`src/rtl/npc_seq_pkg.sv`:
```
// npc_seq_pkg
//   Shared types and constants for the NPC stage sequencer.
//   - state_e      : sequencer FSM states
//   - CAUSE_*      : halt_cause encodings reported on the halt_cause port
//   - is_wait_state: true for states in which the bus watchdog runs
package npc_seq_pkg;

  typedef enum logic [2:0] {
    IF_REQ   = 3'd0,
    IF_WAIT  = 3'd1,
    ID       = 3'd2,
    MEM_REQ  = 3'd3,
    MEM_WAIT = 3'd4,
    WB       = 3'd5,
    HALT     = 3'd6
  } state_e;

  localparam logic [1:0] CAUSE_NONE    = 2'd0;
  localparam logic [1:0] CAUSE_EBREAK  = 2'd1;
  localparam logic [1:0] CAUSE_ILLEGAL = 2'd2;
  localparam logic [1:0] CAUSE_TIMEOUT = 2'd3;

  function automatic logic is_wait_state(input state_e s);
    return (s == IF_WAIT) || (s == MEM_WAIT);
  endfunction

endpackage

```
`src/rtl/npc_seq_watchdog.sv`:
```
// npc_seq_watchdog
//   Cycle counter that flags a bus response that never arrives.
//   expired is high during the TIMEOUT_CYC-th consecutive enabled cycle
//   since the last clear, so the owner can leave the wait state on the
//   following edge. TIMEOUT_CYC = 0 removes the counter entirely.
// Ports:
//   clk     in  clock
//   rst     in  synchronous reset, active-high
//   clr     in  restart the count (takes priority over en)
//   en      in  count this cycle
//   expired out timeout reached in this cycle
module npc_seq_watchdog #(
  parameter int unsigned TIMEOUT_CYC = 256
) (
  input  logic clk,
  input  logic rst,
  input  logic clr,
  input  logic en,
  output logic expired
);

  generate
    if (TIMEOUT_CYC == 0) begin : g_off
      logic unused_wd;
      assign unused_wd = ^{clk, rst, clr, en};
      assign expired   = 1'b0;
    end else begin : g_on
      localparam int unsigned CW = $clog2(TIMEOUT_CYC + 1);
      localparam logic [CW-1:0] LAST = CW'(TIMEOUT_CYC - 1);

      logic [CW-1:0] cnt_q, cnt_d;

      // Saturates at LAST so a stalled enable never wraps back to zero.
      always_comb begin
        cnt_d = cnt_q;
        if (clr) begin
          cnt_d = '0;
        end else if (en && (cnt_q != LAST)) begin
          cnt_d = cnt_q + CW'(1);
        end
      end

      always_ff @(posedge clk) begin
        if (rst) begin
          cnt_q <= '0;
        end else begin
          cnt_q <= cnt_d;
        end
      end

      assign expired = en && (cnt_q == LAST);
    end
  endgenerate

endmodule

```
`src/rtl/npc_stage_sequencer.sv`:
```
// npc_stage_sequencer
//   Multi-cycle control FSM for the NPC core. Steps the enable-gated PC,
//   IR and regfile write port through fetch, decode, memory and writeback,
//   handshakes with the fetch and load/store ports, and halts on ebreak,
//   illegal instruction or bus timeout.
//   Optional build macro NPC_SEQ_PERF_CNT_EN adds perf_cycles/perf_instret.
//
//   state    | meaning
//   ---------+---------------------------------------------------------
//   IF_REQ   | fetch request at current PC, wait for ifu_req_ready
//   IF_WAIT  | wait for instruction data; ir_en on arrival
//   ID       | sample decode class, choose next stage
//   MEM_REQ  | load/store request, held until lsu_req_ready
//   MEM_WAIT | wait for load data / store completion
//   WB       | rf_wen (if latched) and pc_en for one cycle
//   HALT     | stopped until rst; halt_cause holds the reason
//
// Ports:
//   clk, rst                       clock, synchronous active-high reset
//   ifu_req_valid/ready            fetch request handshake
//   ifu_resp_valid                 instruction data valid
//   lsu_req_valid/we/ready         load/store request handshake
//   lsu_resp_valid                 load data valid / store complete
//   dec_is_load/store/ebreak       decoded class, valid in ID
//   dec_illegal, dec_rd_wen        decoded class / rd write, valid in ID
//   ir_en, pc_en, rf_wen           state register enables
//   halted, halt_cause             stop indication and reason
//   perf_cycles, perf_instret      (NPC_SEQ_PERF_CNT_EN) perf counters
module npc_stage_sequencer
  import npc_seq_pkg::*;
#(
  parameter int unsigned TIMEOUT_CYC = 256,
  parameter int unsigned PERF_W      = 64
) (
  input  logic              clk,
  input  logic              rst,
  output logic              ifu_req_valid,
  input  logic              ifu_req_ready,
  input  logic              ifu_resp_valid,
  output logic              lsu_req_valid,
  output logic              lsu_req_we,
  input  logic              lsu_req_ready,
  input  logic              lsu_resp_valid,
  input  logic              dec_is_load,
  input  logic              dec_is_store,
  input  logic              dec_is_ebreak,
  input  logic              dec_illegal,
  input  logic              dec_rd_wen,
  output logic              ir_en,
  output logic              pc_en,
  output logic              rf_wen,
  output logic              halted,
  output logic [1:0]        halt_cause
`ifdef NPC_SEQ_PERF_CNT_EN
  ,
  output logic [PERF_W-1:0] perf_cycles,
  output logic [PERF_W-1:0] perf_instret
`endif
);

  state_e     state_q, state_d;
  logic       we_q, we_d;
  logic       wen_q, wen_d;
  logic [1:0] cause_q, cause_d;
  logic       wd_expired;

  npc_seq_watchdog #(
    .TIMEOUT_CYC(TIMEOUT_CYC)
  ) u_watchdog (
    .clk    (clk),
    .rst    (rst),
    .clr    (state_d != state_q),
    .en     (is_wait_state(state_q)),
    .expired(wd_expired)
  );

  always_comb begin
    state_d       = state_q;
    we_d          = we_q;
    wen_d         = wen_q;
    cause_d       = cause_q;
    ifu_req_valid = 1'b0;
    lsu_req_valid = 1'b0;
    lsu_req_we    = 1'b0;
    ir_en         = 1'b0;
    pc_en         = 1'b0;
    rf_wen        = 1'b0;
    halted        = 1'b0;

    case (state_q)
      IF_REQ: begin
        ifu_req_valid = 1'b1;
        if (ifu_req_ready) state_d = IF_WAIT;
      end

      // A response in the same cycle as the timeout still wins.
      IF_WAIT: begin
        if (ifu_resp_valid) begin
          ir_en   = 1'b1;
          state_d = ID;
        end else if (wd_expired) begin
          cause_d = CAUSE_TIMEOUT;
          state_d = HALT;
        end
      end

      ID: begin
        if (dec_illegal) begin
          cause_d = CAUSE_ILLEGAL;
          state_d = HALT;
        end else if (dec_is_ebreak) begin
          cause_d = CAUSE_EBREAK;
          state_d = HALT;
        end else if (dec_is_load || dec_is_store) begin
          // Store takes precedence for the write-back flag so a store never
          // writes rd, even on a malformed load+store decode.
          we_d    = dec_is_store;
          wen_d   = dec_rd_wen && dec_is_load && !dec_is_store;
          state_d = MEM_REQ;
        end else begin
          we_d    = 1'b0;
          wen_d   = dec_rd_wen;
          state_d = WB;
        end
      end

      MEM_REQ: begin
        lsu_req_valid = 1'b1;
        lsu_req_we    = we_q;
        if (lsu_req_ready) state_d = MEM_WAIT;
      end

      MEM_WAIT: begin
        if (lsu_resp_valid) begin
          state_d = WB;
        end else if (wd_expired) begin
          cause_d = CAUSE_TIMEOUT;
          state_d = HALT;
        end
      end

      WB: begin
        rf_wen  = wen_q;
        pc_en   = 1'b1;
        state_d = IF_REQ;
      end

      HALT: begin
        halted = 1'b1;
      end

      default: begin
        state_d = IF_REQ;
      end
    endcase
  end

  always_ff @(posedge clk) begin
    if (rst) begin
      state_q <= IF_REQ;
      we_q    <= 1'b0;
      wen_q   <= 1'b0;
      cause_q <= CAUSE_NONE;
    end else begin
      state_q <= state_d;
      we_q    <= we_d;
      wen_q   <= wen_d;
      cause_q <= cause_d;
    end
  end

  assign halt_cause = cause_q;

`ifdef NPC_SEQ_PERF_CNT_EN
  logic [PERF_W-1:0] perf_cycles_q, perf_cycles_d;
  logic [PERF_W-1:0] perf_instret_q, perf_instret_d;

  always_comb begin
    perf_cycles_d  = perf_cycles_q;
    perf_instret_d = perf_instret_q;
    if (state_q != HALT) perf_cycles_d = perf_cycles_q + PERF_W'(1);
    if (state_q == WB) perf_instret_d = perf_instret_q + PERF_W'(1);
  end

  always_ff @(posedge clk) begin
    if (rst) begin
      perf_cycles_q  <= '0;
      perf_instret_q <= '0;
    end else begin
      perf_cycles_q  <= perf_cycles_d;
      perf_instret_q <= perf_instret_d;
    end
  end

  assign perf_cycles  = perf_cycles_q;
  assign perf_instret = perf_instret_q;
`endif

endmodule
```
`config.mk`:
```
export PLATFORM = sky130hd
export DESIGN_NAME = npc_stage_sequencer
export DESIGN_NICKNAME = d
export VERILOG_FILES = /design/src/rtl/npc_seq_pkg.sv /design/src/rtl/npc_seq_watchdog.sv /design/src/rtl/npc_stage_sequencer.sv
export SDC_FILE = /design/constraint.sdc
export NUM_CORES = 1
export LEC_CHECK = 0
export ABC_CLOCK_PERIOD_IN_PS = 2500
export CORE_ASPECT_RATIO = 1.75
export CORE_MARGIN = 1.5
export CORE_UTILIZATION = 25
export DETAILED_ROUTE_END_ITERATION = 10
export SETUP_SLACK_MARGIN = 0.15
export SYNTH_ARGS = -nofsm -noshare
export SYNTH_HDL_FRONTEND = slang
export SYNTH_HIERARCHICAL = 1
export SYNTH_SLANG_ARGS = --single-unit
```
`constraint.sdc`:
```
create_clock -name clk -period 2.5 [get_ports clk]
set_input_delay 0.5 -clock clk [delete_from_list [all_inputs] [get_ports clk]]
set_output_delay 0.5 -clock clk [all_outputs]
set_load 0.05 [all_outputs]
```
# Word level (Yosys, flattened, before mapping)
# Index checks and enable logic that the tools add are counted.
# totals
elab_cells	57
in_bits	11
output_inout_bits	9
regBits	16
# classes
n_bitwise	2
n_eq_ne	12
n_reduce_logical	12
addsub	1
mux	25
# ops
op	n
$mux 3	8
$pmux 3 s6	1
$mux 1	10
$mux 2	5
$add 9x1->9 const B	1
$eq 3x3->1 const B	3
$eq 9x8->1 const B	1
$ne 9x8->1 const B	1
$eq 3x2->1 const B	2
$pmux 2 s3	1
$logic_and 1x1->1	4
$ne 2x2->1 const B	2
$reduce_and 4->1	1
$eq 3x1->1 const B	1
$logic_not 3->1	1
$ne 3x3->1	1
$ne 3x3->1 const B	1
$reduce_and 3->1	1
$reduce_bool 3->1	1
$logic_or 1x1->1	2
$not 1->1	2
$reduce_or 2->1	1
$logic_not 1->1	1

# Logic depth before layout (Yosys ltp)
# Gate-level depths: netlist of the first run.
# logic_depth
ltp_word	8
depth_mapped	12

# By module
# Netlist of the first run, hierarchy kept.
# by_module_without_submodules
module	seq_area_each_um2	area_each_um2	cells_each	instances
npc_stage_sequencer	140.1	528.0	67	1
npc_seq_watchdog	180.2	442.9	50	1

# Worst setup path before layout of the first run
# OpenSTA, ideal clock, no wires.
# synth_path
kind	reg2out
startpoint	register state_q[2]
endpoint	output lsu_req_we
path_slack_ns	-0.191
path_stages_with_launch	4
required_ns	2.000
arrival_time_ns	2.191
path_buffers	1
cell_sequence	dfxtp_1 -> buf_6 -> nor3_1 -> and2_1
# synth_between
elab_chain_cells	2
# synth_rtl
element	line	rtl
from (decl)	npc_stage_sequencer.sv:61	state_e state_q, state_d;
from (signal assigned)	npc_stage_sequencer.sv:165	state_q <= state_d;
$eq 3x2->1	npc_stage_sequencer.sv:90	case (state_q)
$mux 1	npc_stage_sequencer.sv:90	
to (decl)	npc_stage_sequencer.sv:41	output logic lsu_req_we,
# Every way passes these cells.

# Worst setup path after layout of the first run
# layout_path
startpoint	register u_watchdog.g_on.cnt_q[1]
endpoint	register u_watchdog.g_on.cnt_q[3]
# layout_between
elab_chain_cells	7
# layout_rtl
element	line	rtl
from (decl)	npc_seq_watchdog.sv:31	logic [CW-1:0] cnt_q, cnt_d;
from (signal assigned)	npc_seq_watchdog.sv:47	cnt_q <= cnt_d;
$eq 9x8->1 *	npc_seq_watchdog.sv:51	assign expired = en && (cnt_q == LAST);
$logic_and 1x1->1 *	npc_seq_watchdog.sv:51	
via wd_expired	npc_stage_sequencer.sv:65	logic wd_expired;
$mux 3 *	npc_stage_sequencer.sv:101, npc_stage_sequencer.sv:136	
$mux 3 (on tied branches)	npc_stage_sequencer.sv:134, npc_stage_sequencer.sv:98	
$pmux 3 s6 *	npc_stage_sequencer.sv:90	
$ne 3x3->1 *	npc_stage_sequencer.sv:72	.clr (state_d != state_q),
$reduce_or 2->1 (no source line) *	n/a	
# Mark *: on every way through the listed nets, which the timed path passes. The rest lies on a longest branch.
# A chain may end at the register's enable or synchronous reset.

==> results of run 1 <==
## sequential cells by signal, summed over array words and instances, names as in the netlist
register               flops
halt_cause                 2
state_q                    3
u_watchdog/g_on.cnt_q      9
we_q                       1
wen_q                      1
## Yosys cell counts, types with 2 or more instances
cell type | n | share of area (%)
sky130_fd_sc_hd__a21o_1 | 2 | 1.5
sky130_fd_sc_hd__a21oi_1 | 13 | 6.7
sky130_fd_sc_hd__a31oi_1 | 2 | 1.3
sky130_fd_sc_hd__and2_1 | 3 | 1.9
sky130_fd_sc_hd__buf_2 | 2 | 1.0
sky130_fd_sc_hd__buf_6 | 3 | 3.5
sky130_fd_sc_hd__dfxtp_1 | 16 | 33
sky130_fd_sc_hd__ha_1 | 2 | 2.6
sky130_fd_sc_hd__inv_1 | 6 | 2.3
sky130_fd_sc_hd__nand2_1 | 6 | 2.3
sky130_fd_sc_hd__nand2b_1 | 2 | 1.3
sky130_fd_sc_hd__nand3_1 | 7 | 3.6
sky130_fd_sc_hd__nand4b_1 | 2 | 1.8
sky130_fd_sc_hd__nor2_1 | 8 | 3.1
sky130_fd_sc_hd__nor2b_1 | 3 | 1.9
sky130_fd_sc_hd__nor3_1 | 3 | 1.5
sky130_fd_sc_hd__o21a_1 | 2 | 1.5
sky130_fd_sc_hd__o21ai_0 | 4 | 2.1
sky130_fd_sc_hd__o31ai_1 | 2 | 1.5
sky130_fd_sc_hd__or2_2 | 2 | 1.3
sky130_fd_sc_hd__or3_1 | 2 | 1.3
sky130_fd_sc_hd__or4_1 | 2 | 1.5
sky130_fd_sc_hd__xor2_1 | 2 | 1.8
## worst max-delay path by stage
stage / from / slack, ns / to / depth (start not counted)
after global placement: dec_illegal / 0.02 / u_watchdog/g_on.cnt_q[7] / 7
after floorplan: u_watchdog/g_on.cnt_q[0] / 0.16 / u_watchdog/g_on.cnt_q[5] / 12
after global routing: u_watchdog/g_on.cnt_q[1] / 0.11 / u_watchdog/g_on.cnt_q[4] / 11
final: u_watchdog/g_on.cnt_q[1] / 0.20 / u_watchdog/g_on.cnt_q[3] / 11
after CTS: u_watchdog/g_on.cnt_q[0] / 0.16 / u_watchdog/g_on.cnt_q[3] / 11
after detailed placement: u_watchdog/g_on.cnt_q[0] / -0.08 / u_watchdog/g_on.cnt_q[4] / 11
## per-layer routing
metal	share of wire [%]	vias to the layer above	track usage, %
li1	-	489	-
met1	38	479	11.98
met2	57	33	24.16
met3	4.5	4	2.641
met4	1.0	0	5.808
met5	0	-	0
## where the power goes
part           switching (uW)  internal, uW
registers                8.62           265
logic                     131          97.8
clock network            87.6           139
## worst min-delay path, cell delays in order (launching register included)
cell	delay (ns)
sky130_fd_sc_hd__dfxtp_1	0.31
sky130_fd_sc_hd__nand2_1	0.05
sky130_fd_sc_hd__a21oi_1	0.05
## cell type report
| type | count | share of cell area [%] |
|---|---|---|
| clock buffer | 4 | 3.932 |
| inverter | 6 | 1.609 |
| tap | 46 | 4.111 |
| multi-input combinational | 91 | 47.36 |
| timing repair buffer | 28 | 19.66 |
| sequential | 16 | 23.32 |
## logic make-up after synthesis
group | after synthesis | synth area share, %
adder cells (fa/ha/maj) | 2 | 2.577
multiplexers | 2 | 2.577
AND/OR/NAND/NOR | 49 | 29.51
flip-flops | 16 | 32.99
AO/OA/AOI/OAI | 35 | 23.71
buffers and inverters | 11 | 6.830
XOR/XNOR | 2 | 1.804
## what timing repair did
item | in CTS | in global routing
endpoints found under the setup margin | 9 | 11
cloned | 0 | 1
pin swaps | 2 | 8
hold buffers | 0 | 0
setup buffers | 0 | 2
gates resized for setup | 4 | 18
## per-stage QoR
step           cells  TNS, ns
3_5_place_dp     184  -0.5775
3_3_place_gp     184        0
6_report         191        0
4_1_cts          188        0
2_1_floorplan    117        0
5_1_grt          191        0
==> metrics.txt, run 1 <==
Via Count=1005; height of the die=85.44 um; proportion of register bits with asynchronous set or reset after synthesis=0%; post-synthesis sequential area ratio=32.99%; Netlist Area Pre-Place=970.9 um^2; net total in the final layout=159; slew of the pin with the lowest slew margin=0.5054 ns; setup repair after global routing missed its margin=yes; final-report setup violation count=0; Placement Setup Slack=-0.08498 ns; Data arrival, critical path=2.47 ns; worst hold slack=0.4590 ns; number of antenna-violating nets in the routed design=0; Die Footprint=0.004281 mm^2; flops & latches, synth=16; Worst-Skew Late Latency=0.25 ns; GRT overflow=0; clock tree from TritonCTS=done; final HPWL from detailed placement=1984 um; number of enable-type register cells in the synthesized netlist=0; cells along the critical path=ha_4, nand3_2, nor2_1, ha_2, and2_4, nor2_4, a211oi_2, a211o_1, a221o_1, or2_4, a21oi_2; leakage power=0.0005008 uW; WP buf/inv=0; worst min-delay path category=reg2reg; H-tree depth reported by CTS=1; weighted congestion reported at the end of routability-driven placement=0.9487; total area of multi-input combinational cells=663.1 um^2; Clk pin slew, worst setup/hold paths=0.06 ns; post-detailed-route wirelength per cell=14.20 um; core area=0.003665 mm^2; count of cells along the worst register-to-register path=11; root buffer cell=sky130_fd_sc_hd__clkbuf_8; gate family responsible for the most delay along the worst path=compound AO/OA/AOI/OAI gates; warning count from the yosys run=6; number of nets in the synthesized netlist=130; Avg Synthesized Cell Area=8.299 um^2; Critical Path Max Stage Delay=0.36 ns; shortest period the worst path allows=2.300 ns; initial cell density of the core=26.49%; cell count after synthesis=117; average via count per standard cell=5.262; power density of the placed cells=521.0 mW/mm^2; share of the core filled with cells in the final layout=38.20%; area of all placed cells without fillers=0.001400 mm^2; final setup skew=0.004507 ns; total wirelength of the detailed-routed design=2713 um; Period Utilization, post-route=92.01%; worst vdd rail ir drop=295.7 uV; outcome=finished clean; pin count of the biggest net entering global routing=16; GR Util All Layers=12.52%; terminating pin of the worst hold path=wen_q; commonest register cell after synthesis=sky130_fd_sc_hd__dfxtp_1; number of clock sinks seen by CTS=16; kind of end point of the critical path=flip-flop; Setup CP Type=reg2reg; DRC marker count from the first detailed-route iteration=21; initial antenna violation count=0; FF+latch area=326.6 um^2; total number of placement rows=29; num ports=20; Syn-to-layout area delta=44.20%; MaxCap Viol Count=0; vias in the first global route=978; number of iterations in the first detailed-routing pass=4; setup slack after layout=0.1998 ns; first-pass GRT wire length=4257 um; final hold viol count=0; fraction of final layout cells sized beyond drive strength 1=30.34%; maximum fanout encountered on the critical timing path=5; number of design rule violations left after detail routing=0; headroom to the max-slew limit=66.20%; Clock Tree Buf Depth=2; most common cell after layout, fill and taps aside=sky130_fd_sc_hd__dfxtp_1; dpl cell area=0.001251 mm^2; total power=729.5 uW; worst hold path startpoint=wen_q; Layout fillers=381; cts bufs inserted=3; count of unique library cells instantiated by Yosys=44; worst r2r dst=u_watchdog/g_on.cnt_q[3]; f_max=434.7 MHz; max-slew violation total from the final report=0; horizontal die dimension=50.11 um; buffers added on ports=19; type of origin of the critical path=flip-flop; hold-critical path depth=2; antenna diode count=0; data required time of the worst path=2.67 ns; Reg2Reg Launch Point=u_watchdog/g_on.cnt_q[1]; most frequent cells in the layout=sky130_fd_sc_hd__dfxtp_1, sky130_fd_sc_hd__clkdlybuf4s50_1, sky130_fd_sc_hd__buf_4; internal reg-to-reg setup slack=0.20 ns; slowest stage cell, crit path=sky130_fd_sc_hd__dfxtp_4
Note: power is estimated with default switching activity, not from simulation.
==> run 2, diff against run 1 <==
--- a/config.mk
+++ b/config.mk
@@ -6,10 +6,10 @@
 export NUM_CORES = 1
 export LEC_CHECK = 0
 export ABC_CLOCK_PERIOD_IN_PS = 2500
-export CORE_ASPECT_RATIO = 1.75
-export CORE_MARGIN = 1.5
-export CORE_UTILIZATION = 25
+export CORE_MARGIN = 2
+export CORE_UTILIZATION = 49
 export DETAILED_ROUTE_END_ITERATION = 10
+export PLACE_DENSITY = 0.77
 export SETUP_SLACK_MARGIN = 0.15
 export SYNTH_ARGS = -nofsm -noshare
 export SYNTH_HDL_FRONTEND = slang
==> metrics.txt, run 2 (synthesis results as in run 1) <==
power density of the placed cells=503.0 mW/mm^2 (-3.5%); buffers added on ports=19 (unchanged); fraction of final layout cells sized beyond drive strength 1=27.40% (-2.9 points); shortest period the worst path allows=2.292 ns (-0.007921 ns); vias in the first global route=932 (-4.7%); hold-critical path depth=2 (unchanged); Most flops, register=u_watchdog/g_on.cnt_q; worst vdd rail ir drop=378.9 uV (+28%); initial cell density of the core=50.52% (+24 points); slew of the pin with the lowest slew margin=0.4991 ns (-0.006284 ns); Placement Setup Slack=-0.09384 ns (-0.008858 ns); Data arrival, critical path=2.51 ns (+0.04 ns); data required time of the worst path=2.72 ns (+0.05 ns); worst r2r dst=u_watchdog/g_on.cnt_q[7]; final setup skew=0.006417 ns (+0.001909 ns); terminating pin of the worst hold path=u_watchdog/g_on.cnt_q[8]; Setup CP Type=reg2reg; gate family responsible for the most delay along the worst path=compound AO/OA/AOI/OAI gates; worst hold path startpoint=u_watchdog/g_on.cnt_q[8]; average via count per standard cell=5.827 (+11%); outcome=finished clean; root buffer cell=sky130_fd_sc_hd__clkbuf_4; H-tree depth reported by CTS=1 (unchanged); weighted congestion reported at the end of routability-driven placement=0.9293 (-2.0%); DRC marker count from the first detailed-route iteration=37 (+76%); count of cells along the worst register-to-register path=11 (unchanged); GRT overflow=0 (unchanged); initial antenna violation count=0 (unchanged); kind of end point of the critical path=flip-flop; final HPWL from detailed placement=1824 um (-8.1%); Clk pin slew, worst setup/hold paths=0.10 ns (+0.04 ns); type of origin of the critical path=flip-flop; num ports=20 (unchanged); MaxCap Viol Count=0 (unchanged); GR Util All Layers=20.84% (+8.3 points); net total in the final layout=160 (+0.63%); most common cell after layout, fill and taps aside=sky130_fd_sc_hd__dfxtp_1; height of the die=48.52 um (-43%); number of clock sinks seen by CTS=16 (unchanged); maximum fanout encountered on the critical timing path=5 (unchanged); internal reg-to-reg setup slack=0.21 ns (about the same); number of iterations in the first detailed-routing pass=4 (unchanged); max-slew violation total from the final report=0 (unchanged); clock tree from TritonCTS=done; Critical Path Max Stage Delay=0.36 ns (about the same); core area=0.001922 mm^2 (-48%); Via Count=1008 (+0.30%); first-pass GRT wire length=3960 um (-7.0%); worst min-delay path category=reg2reg; total wirelength of the detailed-routed design=2527 um (-6.9%); max reg flops=9 (unchanged); antenna diode count=0 (unchanged); f_max=436.2 MHz (+0.35%); horizontal die dimension=48.52 um (-3.2%); final-report setup violation count=0 (unchanged); number of design rule violations left after detail routing=0 (unchanged); cts bufs inserted=3 (unchanged); pin count of the biggest net entering global routing=16 (unchanged); total power=674.7 uW (-7.5%); total number of placement rows=16 (-45%); slowest stage cell, crit path=sky130_fd_sc_hd__a221o_1; Reg2Reg Launch Point=u_watchdog/g_on.cnt_q[1]; Die Footprint=0.002354 mm^2 (-45%); Worst-Skew Late Latency=0.29 ns (+0.04 ns); Syn-to-layout area delta=38.14%; Clock Tree Buf Depth=2 (unchanged); cells along the critical path=ha_4, nand3_1, nor2_1, ha_2, and2_4, nor2_4, a211oi_2, a211o_1, a221o_1, or2_4, a21oi_2; headroom to the max-slew limit=66.67% (+0.47 points); most frequent cells in the layout=sky130_fd_sc_hd__dfxtp_1, sky130_fd_sc_hd__buf_4, sky130_fd_sc_hd__clkdlybuf4s50_1; number of antenna-violating nets in the routed design=0 (unchanged); setup repair after global routing missed its margin=yes; Period Utilization, post-route=91.69% (-0.32 points); WP buf/inv=0 (unchanged); setup slack after layout=0.2077 ns (+0.007921 ns); final hold viol count=0 (unchanged); leakage power=0.0004837 uW (-3.4%); post-detailed-route wirelength per cell=14.61 um (+2.8%)
## run 2: per-layer routing
| metal | vias to the layer above | wire length (um) | GRT usage (%) |
|---|---|---|---|
| li1 | 490 | - | - |
| met1 | 493 | 1194 | 27.17 |
| met2 | 21 | 1246 | 35.19 |
| met3 | 4 | 64 | 4.321 |
| met4 | 0 | 21 | 5.714 |
| met5 | - | 0 | 0 |
## run 2: cell type report
class	instances	area [um^2]
fill	156	580.6
timing repair buffer	29	279.0
clock buffer	4	36.28
inverter	6	22.52
tap	27	33.78
sequential	16	322.8
multi-input combinational	91	646.9
## run 2: through the flow
step / setup TNS (ns) / util, % / instances / hold WS [ns] / cell area (um^2)
after floorplan: 0 / - / 117 / 0.4212 / 982.2
after global placement: 0 / 64.26 / 166 / 0.4428 / 1235
after detailed placement: -0.3764 / 64.26 / 166 / 0.4473 / 1235
after CTS: 0 / 67.32 / 172 / 0.4607 / 1294
after global routing: 0 / 69.79 / 173 / 0.4922 / 1341
final: 0 / 69.79 / 173 / 0.4667 / 1341
## run 2: tightest hold or removal path: stages (launching register included)
cell	delay, ns
sky130_fd_sc_hd__dfxtp_1	0.32
sky130_fd_sc_hd__nand2_1	0.05
sky130_fd_sc_hd__a21oi_1	0.05
## run 2: repair_timing
| item | CTS | global route |
|---|---|---|
| pin swaps | 2 | 6 |
| endpoints found under the setup margin | 10 | 10 |
| resized for setup | 4 | 12 |
| hold buffers | 0 | 0 |
| hold endpoints to repair | 0 | 0 |
| setup buffers | 2 | 0 |
| cloned | 0 | 1 |
## run 2: report_power, final
part           total, uW  internal [uW]  switching, uW
sequential           273            265           7.68
clock                171           88.8           82.6
combinational        230            100            130
total                675            454            220
## run 2: how the worst max path moves through the flow
stage	from	endpoint	cells past startpoint
floorplan	u_watchdog/g_on.cnt_q[0]	u_watchdog/g_on.cnt_q[5]	12
global placement	dec_illegal	u_watchdog/g_on.cnt_q[4]	7
detailed placement	dec_illegal	u_watchdog/g_on.cnt_q[7]	7
CTS	u_watchdog/g_on.cnt_q[0]	u_watchdog/g_on.cnt_q[1]	11
global route	u_watchdog/g_on.cnt_q[1]	u_watchdog/g_on.cnt_q[8]	11
finish	u_watchdog/g_on.cnt_q[1]	u_watchdog/g_on.cnt_q[7]	11
